File: src/rtl/dqn_pkg.sv
// Shared types and constants for the output-layer bias path.
// Used by the delta generator and the bias bank.
package dqn_pkg;

    typedef enum logic [1:0] {
        ACC    = 2'd0,
        SCALE  = 2'd1,
        UPDATE = 2'd2
    } state_e;

    localparam logic [3:0]  CTRL_UPDATE = 4'b1111;
    localparam int unsigned DELTA_W     = 16;
    localparam int          DELTA_MAX   = 32767;
    localparam int          DELTA_MIN   = -32768;

endpackage

File: src/rtl/bias2_sat_lane.sv
// One lane: arithmetic right shift of the batch sum by the learning-rate
// exponent, then clamp to the signed 16-bit delta range. Purely combinational.
module bias2_sat_lane
    import dqn_pkg::*;
#(
    parameter int unsigned ACC_W = 35,
    parameter int unsigned SHIFT = 6
) (
    input  logic [ACC_W-1:0]   acc_i,
    output logic [DELTA_W-1:0] delta_o
);

    logic signed [ACC_W-1:0] shifted;

    always_comb begin
        shifted = $signed(acc_i) >>> SHIFT;
        if (shifted > $signed(ACC_W'(DELTA_MAX))) begin
            delta_o = DELTA_W'(DELTA_MAX);
        end else if (shifted < $signed(ACC_W'(DELTA_MIN))) begin
            delta_o = DELTA_W'(DELTA_MIN);
        end else begin
            delta_o = shifted[DELTA_W-1:0];
        end
    end

endmodule

File: src/rtl/bias2_delta_gen.sv
// Accumulates 5-lane error vectors over a minibatch, scales by 2^-LR_SHIFT,
// saturates and issues a one-cycle bias-bank update strobe per batch.
module bias2_delta_gen
    import dqn_pkg::*;
#(
    parameter int unsigned BATCH    = 4,
    parameter int unsigned LR_SHIFT = 6,
    parameter int unsigned ERR_W    = 32
) (
    input  logic             clk,
    input  logic             rst,
    input  logic             err_valid,
    output logic             err_ready,
    input  logic [ERR_W-1:0] err_1,
    input  logic [ERR_W-1:0] err_2,
    input  logic [ERR_W-1:0] err_3,
    input  logic [ERR_W-1:0] err_4,
    input  logic [ERR_W-1:0] err_5,
    input  logic             flush,
    output logic [3:0]       ctrl,
    output logic [3:0]       sel,
    output logic [15:0]      deltab2_1,
    output logic [15:0]      deltab2_2,
    output logic [15:0]      deltab2_3,
    output logic [15:0]      deltab2_4,
    output logic [15:0]      deltab2_5,
    output logic [15:0]      upd_cnt
);

    localparam int unsigned LANES = 5;
    // One guard bit beyond clog2(BATCH) keeps a full batch of extreme values exact.
    localparam int unsigned ACC_W = ERR_W + $clog2(BATCH) + 1;
    localparam int unsigned CNT_W = $clog2(BATCH + 1);

    state_e                   state_q, state_d;
    logic signed [ERR_W-1:0]  err_v   [LANES];
    logic [ACC_W-1:0]         acc_q   [LANES];
    logic [ACC_W-1:0]         acc_d   [LANES];
    logic [DELTA_W-1:0]       sat_c   [LANES];
    logic [DELTA_W-1:0]       delta_q [LANES];
    logic [DELTA_W-1:0]       delta_d [LANES];
    logic [CNT_W-1:0]         cnt_q, cnt_d;
    logic [15:0]              upd_cnt_q, upd_cnt_d;
    logic                     accept_c;
    logic [CNT_W-1:0]         cnt_inc_c;

    assign err_v[0] = err_1;
    assign err_v[1] = err_2;
    assign err_v[2] = err_3;
    assign err_v[3] = err_4;
    assign err_v[4] = err_5;

    for (genvar g = 0; g < LANES; g++) begin : g_lane
        bias2_sat_lane #(
            .ACC_W (ACC_W),
            .SHIFT (LR_SHIFT)
        ) u_sat (
            .acc_i   (acc_q[g]),
            .delta_o (sat_c[g])
        );
    end

    // Next-state and datapath update.
    always_comb begin
        state_d   = state_q;
        cnt_d     = cnt_q;
        upd_cnt_d = upd_cnt_q;
        for (int i = 0; i < LANES; i++) begin
            acc_d[i]   = acc_q[i];
            delta_d[i] = delta_q[i];
        end
        accept_c  = err_valid && (state_q == ACC);
        cnt_inc_c = cnt_q + CNT_W'(1);

        unique case (state_q)
            ACC: begin
                if (accept_c) begin
                    cnt_d = cnt_inc_c;
                    for (int i = 0; i < LANES; i++) begin
                        acc_d[i] = acc_q[i] + ACC_W'(err_v[i]);
                    end
                end
                if ((accept_c && (cnt_inc_c == CNT_W'(BATCH))) ||
                    (flush && ((cnt_q != '0) || accept_c))) begin
                    state_d = SCALE;
                end
            end
            SCALE: begin
                for (int i = 0; i < LANES; i++) begin
                    delta_d[i] = sat_c[i];
                end
                state_d = UPDATE;
            end
            UPDATE: begin
                for (int i = 0; i < LANES; i++) begin
                    acc_d[i] = '0;
                end
                cnt_d     = '0;
                upd_cnt_d = upd_cnt_q + 16'd1;
                state_d   = ACC;
            end
            default: begin
                state_d = ACC;
            end
        endcase
    end

    always_ff @(posedge clk) begin
        if (rst) begin
            state_q   <= ACC;
            cnt_q     <= '0;
            upd_cnt_q <= '0;
            for (int i = 0; i < LANES; i++) begin
                acc_q[i]   <= '0;
                delta_q[i] <= '0;
            end
        end else begin
            state_q   <= state_d;
            cnt_q     <= cnt_d;
            upd_cnt_q <= upd_cnt_d;
            for (int i = 0; i < LANES; i++) begin
                acc_q[i]   <= acc_d[i];
                delta_q[i] <= delta_d[i];
            end
        end
    end

    // Handshake and strobe are pure decodes of the state register.
    assign err_ready = (state_q == ACC);
    assign ctrl      = (state_q == UPDATE) ? CTRL_UPDATE : 4'b0000;
    assign sel       = (state_q == UPDATE) ? CTRL_UPDATE : 4'b0000;
    assign deltab2_1 = delta_q[0];
    assign deltab2_2 = delta_q[1];
    assign deltab2_3 = delta_q[2];
    assign deltab2_4 = delta_q[3];
    assign deltab2_5 = delta_q[4];
    assign upd_cnt   = upd_cnt_q;

endmodule

File: config.mk
export PLATFORM = sky130hd
export DESIGN_NAME = bias2_delta_gen
export DESIGN_NICKNAME = d
export VERILOG_FILES = /design/src/rtl/dqn_pkg.sv /design/src/rtl/bias2_sat_lane.sv /design/src/rtl/bias2_delta_gen.sv
export SDC_FILE = /design/constraint.sdc
export NUM_CORES = 1
export LEC_CHECK = 0
export ABC_AREA = 1
export CORE_MARGIN = 2
export CORE_UTILIZATION = 31
export CTS_BUF_LIST = sky130_fd_sc_hd__clkbuf_4 sky130_fd_sc_hd__clkbuf_8
export DETAILED_ROUTE_END_ITERATION = 10
export SYNTH_ARGS = -nofsm -noshare
export SYNTH_HDL_FRONTEND = slang
export SYNTH_SLANG_ARGS = --single-unit
File: constraint.sdc
create_clock -name clk -period 2.7 [get_ports clk]
set_input_delay 0.54 -clock clk [delete_from_list [all_inputs] [get_ports clk]]
set_output_delay 0.54 -clock clk [all_outputs]
set_load 0.01 [all_outputs]
After elaboration in Yosys (flattened, before gate mapping):

Memory sizes are Yosys's and may differ from the RTL's.
Cells that the tools add are included.

* bits in read-only memories: 0
* output and inout bits: 105
* bits in writable memories: 255
* input port bits: 164
* memories kept: 2
* flip-flop bits (word level): 21
* logic and storage cells: 77
* latch bits: 0

Memory list
* acc_q: depth 5, bits a word 35, read ports 5, clocked after memory_dff 0, write ports 5, line bias2_delta_gen.sv:37 `logic [ACC_W-1:0] acc_q [LANES];`
* delta_q: depth 5, bits a word 16, read ports 5, clocked after memory_dff 0, write ports 5, line bias2_delta_gen.sv:40 `logic [DELTA_W-1:0] delta_q [LANES];`

* mux-type cells: 31
* $mul: 0
* add/subtract/negate cells: 7
* shifts and indexed selects: 0
* reductions and logical operators: 9
* eq/ne operators: 5
* divide/modulo/power cells: 0
* $lt $le $gt $ge: 10
* bitwise gates (word level): 10

Operators with widths (count)
* one-hot mux 175 bit (2 select lines): 1
* two-way mux 16 bit: 15
* adder 35 bit: 5
* two-way mux 175 bit: 1
* two-way mux 35 bit: 5
* greater-than comparator 29 x 16 -> 1 bit, second input constant: 5
* less-than comparator 29 x 16 -> 1 bit, second input constant: 5
* two-way mux 80 bit: 1
* adder 16 x 1 -> 16 bit, second input constant: 1
* bitwise OR 1 bit: 10
* one-hot mux 3 bit (2 select lines): 1
* two-way mux 4 bit: 1
* != test 2 x 1 -> 1 bit, second input constant: 2
* one-hot mux 2 bit (2 select lines): 1
* adder 3 x 1 -> 3 bit, second input constant: 1
* equality test 3 bit, second input constant: 1
* logical AND 1 bit: 3
* two-way mux 1 bit: 3
* two-way mux 3 bit: 1
* nonzero test 3 bit: 1
* equality test 2 x 1 -> 1 bit, second input constant: 1
* equality test 2 bit, second input constant: 1
* logical NOT 2 bit: 1
* logical OR 1 bit: 2
* 3 further kinds: 3

Depth between registers and ports, before layout:

* depth after elaboration: 7
* gate-level depth with buffers: 14
* depth with buffers taken out: 14

Hierarchy:

Synthesis repeated with hierarchy kept, for this count alone.

* cell total of the unflattened synthesis: 3864
* area total of the unflattened synthesis: 22380.2 um2

By module, submodules not included
* bias2_delta_gen: area each 21072.7 um2, cells each 3559, instances 1, sequential area each 5525.3 um2
* bias2_sat_lane: area each 261.5 um2, cells each 61, instances 5, sequential area each 0.0 um2

Worst setup path before layout:

No wires, ideal clock.

* path kind: input to register
* start: in err_5[0]
* end: mem acc_q[4][32] (netlist: acc_q[0][172])
* data required time: 2.568 ns
* arrival time: 1.938 ns
* setup time: 0.132 ns
* setup slack: 0.630 ns
* stages: 12
* cells stage by stage: ha_1 > fa_1 > nand3_1 > nand3_2 > nand2_1 > nand2_1 > nand3_1 > nand2_1 > nand2_1 > nand3_1 > nand3_1 > a21oi_1

RTL lines
* from (decl): line bias2_delta_gen.sv:18 `input logic [ERR_W-1:0] err_5,`
* to (decl): line bias2_delta_gen.sv:37

Final worst setup path:

* start: reg state_q[0]
* end: out ctrl[1]

* word-level cells in the longest chain between the ends: 2

Ends and longest elaborated chain
* from (decl): line bias2_delta_gen.sv:35 `state_e state_q, state_d;`
* from (signal assigned): line bias2_delta_gen.sv:118 `state_q <= state_d;`
* equality test 2 bit: line bias2_delta_gen.sv:130 `assign ctrl = (state_q == UPDATE) ? CTRL_UPDATE : 4'b0000;`
* two-way mux 4 bit: line bias2_delta_gen.sv:130
* to (decl): line bias2_delta_gen.sv:20 `output logic [3:0] ctrl,`

No other way between the ends.

==> results.yml <==
power_and_ir_drop:
  max-vdd-ir-drop_uv: 365.4
  p_seq_frac: 0.314
  clkPwrFrac: 0.325
  leakagePower_nw: 13.33
  power_density_mw_per_mm2: 567.3
  p_sw_w: 0.005936
  switching_share: 0.3787
  p_int_w: 0.009739
  combPwrFrac: 0.361
layout:
  fillers: 7588
  fin_util: 0.3959
  fin_nets: 4341
  drive_gt1_frac: 0.06876
  area_growth_pct: 26.89
  design_area_mm2: 0.02763
critical_path:
  cp_max_fo: 11
  setup.worst_path.start_class: "register"
  cpPeakStageDelay_ps: 570
  crit_family: "buffers and inverters"
  cp.required_ps: 2160
  crit_chain: "inv_1, nand2_4, inv_8, clkdlybuf4s50_1"
  crit_arrival_ps: 1990
  crit_type: "reg -> out"
  crit_slowest_cell: "clkdlybuf4s50_1"
  worstSetupEndpointType: "output pin"
  crit_buf_inv: 3
synthesis:
  yosys_warnings: 0
  synth_cells: 3630
  synth.area.top_cells: "dfxtp_1, nand2_1, a21oi_1, ha_1, inv_1"
  avgSynthCellArea_um2: 5.999
  yosysTopAreaCell: "dfxtp_1"
  synth_top_area_share: 0.2537
  ys_seq_area_frac: 0.2537
  ys_seq_elements: 276
  syn-cell-area_mm2: 0.02178
  yosys.cell_types.count: 37
  synth_nets: 3973
placed_design:
  placed_area_mm2: 0.02633
  dpl.hpwl_um: 61760
  gp_congestion: 0.9387
  port-buffer-count: 268
drt:
  drt_iter0_markers: 1461
  drc: 0
  finalWirelength_um: 80250
  vias_per_cell: 4.880
  firstDrtPassIters: 6
  vias: 24330
  final_antenna_net_count: 0
  wl_per_cell_um: 16.10
timing:
  fmax_ghz: 0.3955
  worst_slew_pin_slew_ps: 948.4
  hold_viol: 0
  setup_violations: 0
  rsz0062_at_grt: "false"
  maxSlewViolCount: 0
  relSlewSlack: 0.3677
  period_minus_slack_ps: 2528
  period_share: 0.9364
  worst_clock_skew_ps: 35.51
global_routing:
  grt_max_degree: 81
  antenna_found_initial: 3
  grt_pass1_wl_um: 124800
  grt_overflow_total: 0
  grt_use_total: 0.2178
  grt_pass1_vias: 23130
worst_hold_path:
  hp-class: "in -> reg"
run:
  max_cap_viol_count: 0
clock_network:
  cts_tree: "built"
  cts_buffers: 54
  cts.sinks: 276
  cts_htree_levels: 2
  clk_pin_slew_ps: 70
  post_cts_buffers: 0
  cts.path.max_buffers: 3
  clk_latency_ps: 660
  cts-root-buf: "clkbuf_8"
floorplan:
  die_w_um: 269.0
  die_y_um: 269.0
  dieArea_mm2: 0.07238
  core_area_mm2: 0.06979
  top_level_ports: 269
  row_count: 97
  start_util: 0.3120
status:
  status: "completed"
state kept, by name (all words and copies together), names as in the netlist:
| register | flops |
|---|---|
| acc_q | 175 |
| cnt_q | 3 |
| delta_q | 80 |
| state_q | 2 |
| upd_cnt | 16 |
cell type report:
| type | instances | area [um^2] | share of cell area |
|---|---|---|---|
| Timing Repair Buffer | 406 | 3832 | 0.1387 |
| Antenna cell | 2 | 5.005 | 0.0001811 |
| Inverter | 442 | 1669 | 0.06041 |
| Multi-Input combinational cell | 2818 | 14140 | 0.5116 |
| Clock buffer | 79 | 1018 | 0.03686 |
| Sequential cell | 276 | 5525 | 0.2000 |
| Tap cell | 940 | 1176 | 0.04256 |
| Clock inverter | 22 | 267.8 | 0.009690 |
power by group through the flow:
| stage | combinational, W | clock [W] | sequential (W) |
|---|---|---|---|
| 5_1_grt | 0.00637 | 0.00544 | 0.00497 |
| 2_1_floorplan | 0.00358 | 0 | 0.00489 |
| 3_5_place_dp | 0.00561 | 0 | 0.00500 |
| 6_report | 0.00566 | 0.00510 | 0.00492 |
| 4_1_cts | 0.00564 | 0.00527 | 0.00492 |
| 3_3_place_gp | 0.00558 | 0 | 0.00500 |
kinds of logic after synthesis:
family,synth area share
and+or+nand+nor,0.3461
xor gates and xnor gates,0.005229
adders and majority gates,0.1046
AOI/OAI and AO/OA,0.1925
buffers and inverters,0.09785
DFF,0.2537
placed cells by master (no fill, tap or decap), types with 9 or more instances in the layout:
cell type	n
clkbuf_4	11
a21oi_1	507
clkinv_2	14
inv_1	437
o21ai_0	238
buf_4	129
nand2_1	1165
o21bai_1	23
nand3b_1	17
clkdlybuf4s50_1	267
buf_12	9
nand3_1	224
nor3_1	34
nand4_1	38
nor4_1	15
clkbuf_8	68
ha_1	174
xor2_1	13
nor2_1	309
dfxtp_1	276
cell usage after synthesis:
library cell and n:
a21boi_0 6, buf_2 30, o2111ai_1 1, nor4_1 15
ha_1 174, xor2_1 13, nand3_1 224, nand2_2 3
nand2_1 1166, nand3b_1 17, a31oi_1 2, dfxtp_1 276
o21a_1 2, inv_1 438, o41ai_4 5, nor3b_1 2
nor2_1 309, a41oi_1 5, clkbuf_1 41, inv_2 2
o21ai_0 238, o22ai_1 1, o21bai_1 23, clkinv_1 1
or2_2 8, nor3_1 34, buf_4 21, nor2_2 4
nand3_2 6, buf_1 2, a21o_1 3, inv_4 1
nor2_4 6, a21oi_1 507, nor4_2 1, fa_1 5
nand4_1 38
worst register-to-register path: stages (launching register included):
cell and delay [ps]:
dfxtp_1 310, ha_1 200, fa_1 400, nand3_1 110, nand3_2 120, nand2_1 90, nand2_1 100, nand3_1 100
nand2_1 150, nand2_1 140, nand2_1 70, nand2_1 60, nand3_1 60, a21oi_1 130
stage by stage:
step | power [W] | TNS [ps] | hold slack [ps] | setup WS [ps] | cells
after floorplan | 0.008470 | 0 | 443.7 | 630.0 | 3630
after global placement | 0.01058 | -161.3 | 452.0 | -43.77 | 4882
after detailed placement | 0.01061 | -337.7 | 456.0 | -73.38 | 4882
after CTS | 0.01582 | 0 | 229.3 | 17.16 | 4983
after global routing | 0.01678 | 0 | 262.5 | 31.63 | 4985
final | 0.01568 | 0 | 296.1 | 171.7 | 4985
layer usage:
layer	wire (um)	vias to the layer above	GRT usage
met5	13	-	0
met4	2880	2	0.08078
met3	4686	153	0.03881
met2	35600	604	0.3607
met1	37070	10920	0.2819
li1	-	12650	-
path summary, 6_finish.rpt:
kind / to / slack [ps] / startpoint / cells after the start
worst max-delay path: ctrl[1] / 170 / state_q[0]$_SDFFE_PP0P_ / 4
worst min-delay path: acc_q[0][97]$_SDFFE_PP0P_ / 300 / rst / 2
worst max register to register: acc_q[0][22]$_SDFFE_PP0P_ / 600 / acc_q[0][0]$_SDFFE_PP0P_ / 13
worst min register to register: acc_q[0][37]$_SDFFE_PP0P_ / 460 / acc_q[0][37]$_SDFFE_PP0P_ / 2
repair_timing:
action | in CTS | in global routing
hold endpoints to repair | 0 | 0
resized for setup | 2 | 1
setup endpoints to repair | 8 | 8
hold buffers | 0 | 0
(Power assumes the default switching activity.)
